File: src/rtl/xsim_indication_framer.sv
// Store-and-forward framer: buffers whole portal indication messages,
// then emits a frame-header beat followed by the message words.
module xsim_indication_framer #(
    parameter int DEPTH = 16
) (
    input  logic        CLK,
    input  logic        RST,
    input  logic [31:0] portal,
    input  logic [31:0] in_first,
    input  logic        RDY_in_first,
    input  logic        RDY_in_deq,
    output logic        EN_in_deq,
    output logic [31:0] beat,
    output logic        en_beat,
    input  logic        RDY_beat,
    output logic        err_len
);
    localparam int AW = $clog2(DEPTH);
    localparam int CW = $clog2(DEPTH + 1);

    typedef enum logic {I_HDR, I_BODY} in_st_e;
    typedef enum logic [1:0] {O_IDLE, O_FRAME, O_DATA} out_st_e;

    in_st_e        ist_q, ist_d;
    out_st_e       ost_q, ost_d;
    logic [31:0]   mem_q [DEPTH];
    logic [AW-1:0] wr_ptr_q, wr_ptr_d;
    logic [AW-1:0] rd_ptr_q, rd_ptr_d;
    logic [CW-1:0] cnt_q, cnt_d;
    logic [CW-1:0] msg_q, msg_d;
    logic [15:0]   remain_q, remain_d;
    logic [15:0]   out_remain_q, out_remain_d;
    logic          err_q, err_d;
    logic          push, pop, msg_inc, msg_dec;
    logic [15:0]   hdr_len;
    logic          len_ok;
    logic [31:0]   head;
    logic          unused_portal;

    assign unused_portal = ^portal[31:16];
    assign head          = mem_q[rd_ptr_q];
    assign hdr_len       = in_first[15:0];
    assign len_ok        = (hdr_len != 16'd0) && (hdr_len <= 16'(DEPTH));
    assign err_len       = err_q;

    always_comb begin
        ist_d     = ist_q;
        remain_d  = remain_q;
        err_d     = err_q;
        push      = 1'b0;
        msg_inc   = 1'b0;
        EN_in_deq = !RST && RDY_in_first && RDY_in_deq
                    && (cnt_q < CW'(DEPTH));
        if (EN_in_deq) begin
            unique case (ist_q)
                I_HDR: begin
                    if (len_ok) begin
                        push     = 1'b1;
                        remain_d = hdr_len - 16'd1;
                        if (hdr_len == 16'd1) msg_inc = 1'b1;
                        else ist_d = I_BODY;
                    end else begin
                        err_d = 1'b1;
                    end
                end
                I_BODY: begin
                    push     = 1'b1;
                    remain_d = remain_q - 16'd1;
                    if (remain_q == 16'd1) begin
                        msg_inc = 1'b1;
                        ist_d   = I_HDR;
                    end
                end
                default: ist_d = I_HDR;
            endcase
        end
        if (RST) begin
            ist_d    = I_HDR;
            remain_d = 16'd0;
            err_d    = 1'b0;
        end
    end

    // Next-state looks at the message count after this cycle's update,
    // so a message completing now is framed on the very next cycle.
    always_comb begin
        ost_d        = ost_q;
        out_remain_d = out_remain_q;
        pop          = 1'b0;
        msg_dec      = 1'b0;
        beat         = 32'd0;
        en_beat      = !RST && RDY_beat && (ost_q != O_IDLE);
        unique case (ost_q)
            O_IDLE: begin
                if ((msg_q != '0) || msg_inc) ost_d = O_FRAME;
            end
            O_FRAME: begin
                beat = {portal[15:0], head[15:0]};
                if (en_beat) begin
                    out_remain_d = head[15:0];
                    ost_d        = O_DATA;
                end
            end
            O_DATA: begin
                beat = head;
                if (en_beat) begin
                    pop          = 1'b1;
                    out_remain_d = out_remain_q - 16'd1;
                    if (out_remain_q == 16'd1) begin
                        msg_dec = 1'b1;
                        if ((msg_q > CW'(1)) || msg_inc) ost_d = O_FRAME;
                        else ost_d = O_IDLE;
                    end
                end
            end
            default: ost_d = O_IDLE;
        endcase
        if (RST) begin
            ost_d        = O_IDLE;
            out_remain_d = 16'd0;
        end
    end

    always_comb begin
        wr_ptr_d = wr_ptr_q + AW'(push);
        rd_ptr_d = rd_ptr_q + AW'(pop);
        cnt_d    = cnt_q + CW'(push) - CW'(pop);
        msg_d    = msg_q + CW'(msg_inc) - CW'(msg_dec);
        if (RST) begin
            wr_ptr_d = '0;
            rd_ptr_d = '0;
            cnt_d    = '0;
            msg_d    = '0;
        end
    end

    always_ff @(posedge CLK) begin
        ist_q        <= ist_d;
        ost_q        <= ost_d;
        wr_ptr_q     <= wr_ptr_d;
        rd_ptr_q     <= rd_ptr_d;
        cnt_q        <= cnt_d;
        msg_q        <= msg_d;
        remain_q     <= remain_d;
        out_remain_q <= out_remain_d;
        err_q        <= err_d;
        if (push) mem_q[wr_ptr_q] <= in_first;
    end

endmodule

File: config.mk
export PLATFORM = sky130hd
export DESIGN_NAME = xsim_indication_framer
export DESIGN_NICKNAME = d
export VERILOG_FILES = /design/src/rtl/xsim_indication_framer.sv
export SDC_FILE = /design/constraint.sdc
export NUM_CORES = 1
export LEC_CHECK = 0
export BUFFER_PORTS_ARGS = -buffer_cell sky130_fd_sc_hd__buf_2
export CAP_MARGIN = 20
export CORE_UTILIZATION = 44
export DETAILED_ROUTE_END_ITERATION = 8
export PLACE_DENSITY_LB_ADDON = 0.12
export RECOVER_POWER = 50
export SLEW_MARGIN = 20
export SYNTH_ARGS = -nofsm -noshare
export SYNTH_HDL_FRONTEND = slang
export SYNTH_SLANG_ARGS = --single-unit
File: constraint.sdc
create_clock -name CLK -period 5.3 [get_ports CLK]
set_input_delay 0.795 -clock CLK [delete_from_list [all_inputs] [get_ports CLK]]
set_output_delay 0.795 -clock CLK [all_outputs]
set_load 0.05 [all_outputs]
==> run_results.csv, run 1 <==
group,metric,value,unit
sta,fin_crit,4306,ps
clock_network,ctsHoldBuffers,0,
worst_setup_path,path_class,"input port to flip-flop",
hold_path,min_from,"remain_q[15]$_SDFFE_PP0N_",
logic_synthesis,synth_edf_count,512,
sta,final_hold_viol_count,0,
clock_network,clk_latency,620,ps
hold_path,hold_path.class,"flip-flop to flip-flop",
logic_synthesis,yosysUniqueCellTypes,69,
routing,first_iter_violations,1021,
routing,vias_per_cell,5.834,
logic_synthesis,synth_top_family_by_area,"multiplexers",
sta,relSlewSlack,22.35,%
die,num_rows,83,
global_route,grtUsageTotal,20.85,%
logic_synthesis,synth_fa_ha_area_share,1.732,%
logic_synthesis,syn_area_per_cell,18.79,um^2
global_route,antenna_found_initial,4,
worst_setup_path,end_kind,"flip-flop",
worst_setup_path,crit_fanout,23,
worst_setup_path,required,5560,ps
sta,tns,0,ps
die,ios,104,
layout,nets,1470,
place,place_hpwl,32630,um
die,start_util,44.97,%
die,design.core.area,51720,um^2
power,powerDensity,350.2,nW/um^2
sta,worst_pin_slew,1165,ps
clock_network,ctsHtreeMaxLevel,2,
logic_synthesis,synth_simple_gate_area_share,5.159,%
place,gp_congestion,0.8235,
logic_synthesis,synthMuxAreaShare,15.81,%
global_route,grt.overflow.total,0,
clock_network,cts-resized-gates,0,
sta,rsz0062_at_grt,"no",
logic_synthesis,synth_fp_nets,1338,
worst_setup_path,worstSetupStartpointType,"input port",
sta,whs,478.8,ps
logic_synthesis,netlist_top_cells_count,"512 x edfxtp_1, 152 x mux4_2, 69 x nor2_1",
layout,drive_gt1_share,27.16,%
routing,drt-pass1-iter-count,5,
logic_synthesis,synth_seq_area_share,70.75,%
routing,drc,0,
routing,wl_per_cell,26.06,um
global_route,grt_max_degree,57,
layout,fin_cells,2103,
logic_synthesis,synth_warnings,0,
logic_synthesis,synth_area,23260,um^2
clock_network,postCtsSetupBuffers,0,
clock_network,cts_tree,"built",
power,ir_drop,0.2970,mV
place,portBuffers,87,
logic_synthesis,synth_top_cell_by_area,"edfxtp_1",
sta,setup_violations,0,
run,drv_cap,0,
die,die_x,231.9,um
sta,max_clock_freq,0.2322,GHz
power,power.leakage,0.008494,uW
logic_synthesis,synth_area_leaders,"edfxtp_1 66%, mux4_2 15%, dfxtp_1 4.6%",
place,placed_cells,1989,
clock_network,clkTransAtPathRegs,60,ps
logic_synthesis,synthCells,1238,
global_route,grt_pass1_wl,81140,um
clock_network,clock-sinks,566,
routing,vias,12270,
outcome,outcome,"complete, no violations",
sta,drv_slew,0,
logic_synthesis,synth_async_sr_flop_share,0,%
logic_synthesis,synth_seq_cells,566,
die,dieArea,53780,um^2
global_route,grt_pass1_vias,12430,
routing,wirelength,54810,um
layout,post-route-util,51.66,%
sta,fin_skew,7.621,ps
clock_network,cts_buffers,59,
logic_synthesis,synth_top_area_share,66.10,%
worst_setup_path,arrival,4570,ps
worst_setup_path,reg2reg_from,"cnt_q[4]$_SDFF_PP0_",
sta,finalCritPeriodShare,81.24,%
logic_synthesis,ys.flop_type,"edfxtp_1",
logic_synthesis,synth-compound-area-share,4.142,%
logic_synthesis,yosys.cell_count.top_type,"edfxtp_1",
routing,postRouteAntennaNets,0,
clock_network,cts_buffer_depth,3,
power,totalPowerFinal,9355,uW
worst_setup_path,critPathLaunch,"in_first[0]",
logic_synthesis,synth_xor_area_share,0.6402,%
clock_network,ctsRootBufferMaster,"clkbuf_16",
layout,synthToLayoutAreaGrowth,14.87,%
die,die_h,231.9,um
-- power by group --
group | switching, uW | internal [uW] | total, uW
Sequential | 6.92 | 4870 | 4870
Combinational | 253 | 78.5 | 331
Clock | 1730 | 2420 | 4150
-- cell usage in the layout (no fill, tap or decap), drive strengths merged, types with 6 or more instances in the layout --
master | netlist | final
buf | 31 | 101
nand4 | 10 | 10
bufinv | 0 | 6
a211oi | 10 | 10
nor4b | 6 | 6
nand2 | 26 | 26
a31oi | 6 | 6
edfxtp | 512 | 512
o21ai | 21 | 21
nor2b | 20 | 20
a32o | 16 | 16
dfxtp | 54 | 54
nand3 | 15 | 15
mux2i | 14 | 14
nor3 | 20 | 20
xnor2 | 10 | 10
a21oi | 23 | 23
clkinv | 0 | 26
nor2 | 69 | 69
o211ai | 7 | 7
mux4 | 152 | 152
mux2 | 10 | 10
inv | 31 | 32
ha | 29 | 29
clkbuf | 36 | 114
nor4 | 10 | 10
or3 | 9 | 9
xor2 | 7 | 7
-- logic make-up after synthesis --
family / count (synthesis)
multiplexers: 176
buffers and inverters: 98
XOR/XNOR: 17
flip-flops: 566
adder cells (fa/ha/maj): 31
AND/OR/NAND/NOR: 219
AO/OA/AOI/OAI: 131
-- path summary, 6_finish.rpt --
path | slack (ps) | depth (start not counted) | end
setup / recovery | 990 | 11 | mem_q[9][11]$_DFFE_PP_
hold / removal | 480 | 1 | remain_q[15]$_SDFFE_PP0N_
setup reg to reg | 1270 | 10 | mem_q[9][11]$_DFFE_PP_
hold reg to reg | 480 | 1 | remain_q[15]$_SDFFE_PP0N_
-- sequential cells by signal, summed over array words and instances (netlist names) --
register and cells:
remain_q 16, ist_q 1, rd_ptr_q 4, out_remain_q 16, err_len 1, ost_q 2
mem_q 512, msg_q 5, wr_ptr_q 4, cnt_q 5
-- routing by layer --
layer,GRT usage [%],wire [um],share of wire [%]
met1,29.61,24440,45
met2,33.39,26280,48
met4,6.702,1362,2.5
met3,2.849,2723,5.0
met5,0,0,0
-- per-stage QoR --
stage | setup WS, ps | cell area [um^2]
after floorplan | 344.7 | 23260
after global placement | 1133 | 24820
after detailed placement | 1127 | 24820
after CTS | 1006 | 26780
after global routing | 790.4 | 26710
final | 994.2 | 26720
-- final cells by class --
| cell class | count | area, um^2 |
|---|---|---|
| Clock inverter | 35 | 365.4 |
| Multi-Input combinational cell | 574 | 6492 |
| Timing Repair Buffer | 138 | 824.5 |
| Sequential cell | 566 | 16470 |
| Tap cell | 680 | 850.8 |
| Inverter | 31 | 116.4 |
| Antenna cell | 2 | 5.005 |
| Clock buffer | 77 | 1595 |
| Fill cell | 4185 | 25000 |
-- critical path: stages --
cell and delay (ps):
clkbuf_1 620, inv_1 200, ha_1 290, nor4b_1 210, o41ai_4 300, clkbuf_1 460
inv_1 130, clkbuf_1 420, or3_4 550, nor2_4 130, buf_4 430
Power figures use the tool's default switching activity.
==> inputs of run 2 (changes only) <==
==> constraint.sdc (replaced) <==
create_clock -name CLK -period 3.85 [get_ports CLK]
set_input_delay 0.5775 -clock CLK [delete_from_list [all_inputs] [get_ports CLK]]
set_output_delay 0.5775 -clock CLK [all_outputs]
set_load 0.05 [all_outputs]
==> run_results.csv, run 2 (synthesized netlist as in run 1, its figures left out) <==
group,metric,value,unit
worst_setup_path,arrival,3160,ps
clock_network,ctsHtreeMaxLevel,2,
worst_setup_path,crit_fanout,27,
sta,fin_crit,3733,ps
place,place_hpwl,34070,um
worst_setup_path,reg2reg_from,"ost_q[0]$_SDFFE_PP0P_",
hold_path,min_from,"in_first[7]",
routing,vias,12260,
routing,drt-pass1-iter-count,5,
die,die_x,231.9,um
hold_path,hold_path.class,"input port to flip-flop",
worst_setup_path,path_buf_inv,2,
global_route,grt.overflow.total,0,
routing,first_iter_violations,1078,
routing,vias_per_cell,5.754,
sta,rsz0062_at_grt,"no",
layout,final_cell_mix,"512 x edfxtp_1, 152 x mux4_2, 68 x clkbuf_1",
place,dpl_cell_area,25200,um^2
sta,final_hold_viol_count,0,
sta,fin_skew,18.35,ps
clock_network,postCtsSetupBuffers,0,
worst_setup_path,crit_top_cell,"mux4_2",
layout,final_cell_area,26930,um^2
layout,nets,1505,
clock_network,cts_buffers,59,
worst_setup_path,cp_top_family,"multiplexers",
worst_setup_path,required,3270,ps
die,num_rows,83,
clock_network,clk_latency,620,ps
worst_setup_path,critPathLaunch,"rd_ptr_q[0]$_SDFF_PP0_",
sta,relSlewSlack,25.78,%
clock_network,clkTransAtPathRegs,60,ps
worst_setup_path,slowest_delay,630,ps
outcome,outcome,"complete, no violations",
place,portBuffers,87,
worst_setup_path,worstSetupStartpointType,"flip-flop",
power,powerDensity,473.3,nW/um^2
clock_network,cts_buffer_depth,3,
layout,regMostFlops,"mem_q",
sta,worst_pin_slew,1102,ps
layout,reg_top3,"mem_q: 512 flops, out_remain_q: 16 flops, remain_q: 16 flops",
sta,setup_violations,0,
sta,drv_slew,0,
worst_setup_path,cp_slowest_cell,"dfxtp_4",
layout,synthToLayoutAreaGrowth,15.81,%
global_route,grt_pass1_wl,82670,um
routing,wirelength,55750,um
routing,wl_per_cell,26.17,um
run,drv_cap,0,
sta,whs,322.8,ps
clock_network,ctsRootBufferMaster,"clkbuf_16",
power,power.leakage,0.008550,uW
global_route,antenna_found_initial,1,
worst_setup_path,path_cells,"buf_12, mux4_2, mux4_2, a32o_1, buf_2",
die,ios,104,
layout,largest_reg_flops,512,
place,gp_congestion,0.8137,
layout,layout.cells.most_common,"edfxtp_1",
die,dieArea,53780,um^2
global_route,grt_max_degree,51,
layout,diodes,0,
worst_setup_path,end_kind,"primary output",
global_route,grt_pass1_vias,12650,
die,start_util,44.97,%
sta,max_clock_freq,0.2679,GHz
clock_network,clock-sinks,566,
die,die_h,231.9,um
die,design.core.area,51720,um^2
global_route,grtUsageTotal,21.35,%
power,ir_drop,0.3391,mV
sta,finalCritPeriodShare,96.95,%
layout,drive_gt1_share,27.24,%
routing,postRouteAntennaNets,0,
routing,drc,0,
clock_network,cts_tree,"built",
worst_setup_path,path_class,"flip-flop to primary output",
## run 2: path summary, 6_finish.rpt
check / end / slack [ps] / cells past startpoint
max: beat[30] / 120 / 5
min reg2reg: remain_q[1]$_SDFFE_PP0N_ / 480 / 2
min: mem_q[0][7]$_DFFE_PP_ / 320 / 1
max reg2reg: out_remain_q[15]$_SDFFE_PP0P_ / 350 / 9
## run 2: final cells by class
type / instances / area (um^2)
inverters: 31 / 116.4
flip-flops and latches: 566 / 16460
repair buffers: 173 / 1111
clock inverters: 32 / 320.3
fillers: 4190 / 24780
clock buffers: 74 / 1554
well taps: 680 / 850.8
multi-input cells: 574 / 6518
## run 2: repair_timing
item                       CTS  global route
hold endpoints to repair     0             0
hold buffers                 0             0
resized for setup            0             2
setup endpoints to repair    0             2
## run 2: metal layers
metal | up-vias | routed length, um | share of wire, % | global-route usage, %
met5 | - | 0 | 0 | 0
met4 | 0 | 1497 | 2.7 | 6.928
met3 | 90 | 2963 | 5.3 | 3.561
met2 | 307 | 27820 | 50 | 36.01
met1 | 6435 | 23470 | 42 | 28.22
li1 | 5424 | - | - | -
## run 2: power by group
part | internal, uW | switching (uW) | total [uW]
Clock | 3240 | 2320 | 5570
Sequential | 6700 | 9.57 | 6710
Combinational | 120 | 353 | 473
Total | 10100 | 2690 | 12700
## run 2: per-stage QoR
| step | std cells | worst slack (ps) | TNS (ps) | util (%) | total power (uW) |
|---|---|---|---|---|---|
| after global placement | 2024 | 147.6 | 0 | 48.73 | 7319 |
| final | 2130 | 117.3 | 0 | 52.08 | 12750 |
| after floorplan | 1238 | -99.94 | -12040 | - | 7069 |
| after CTS | 2130 | 58.42 | 0 | 52.35 | 12890 |
| after global routing | 2130 | 0.6588 | 0 | 52.08 | 13120 |
| after detailed placement | 2024 | 170.9 | 0 | 48.73 | 7326 |
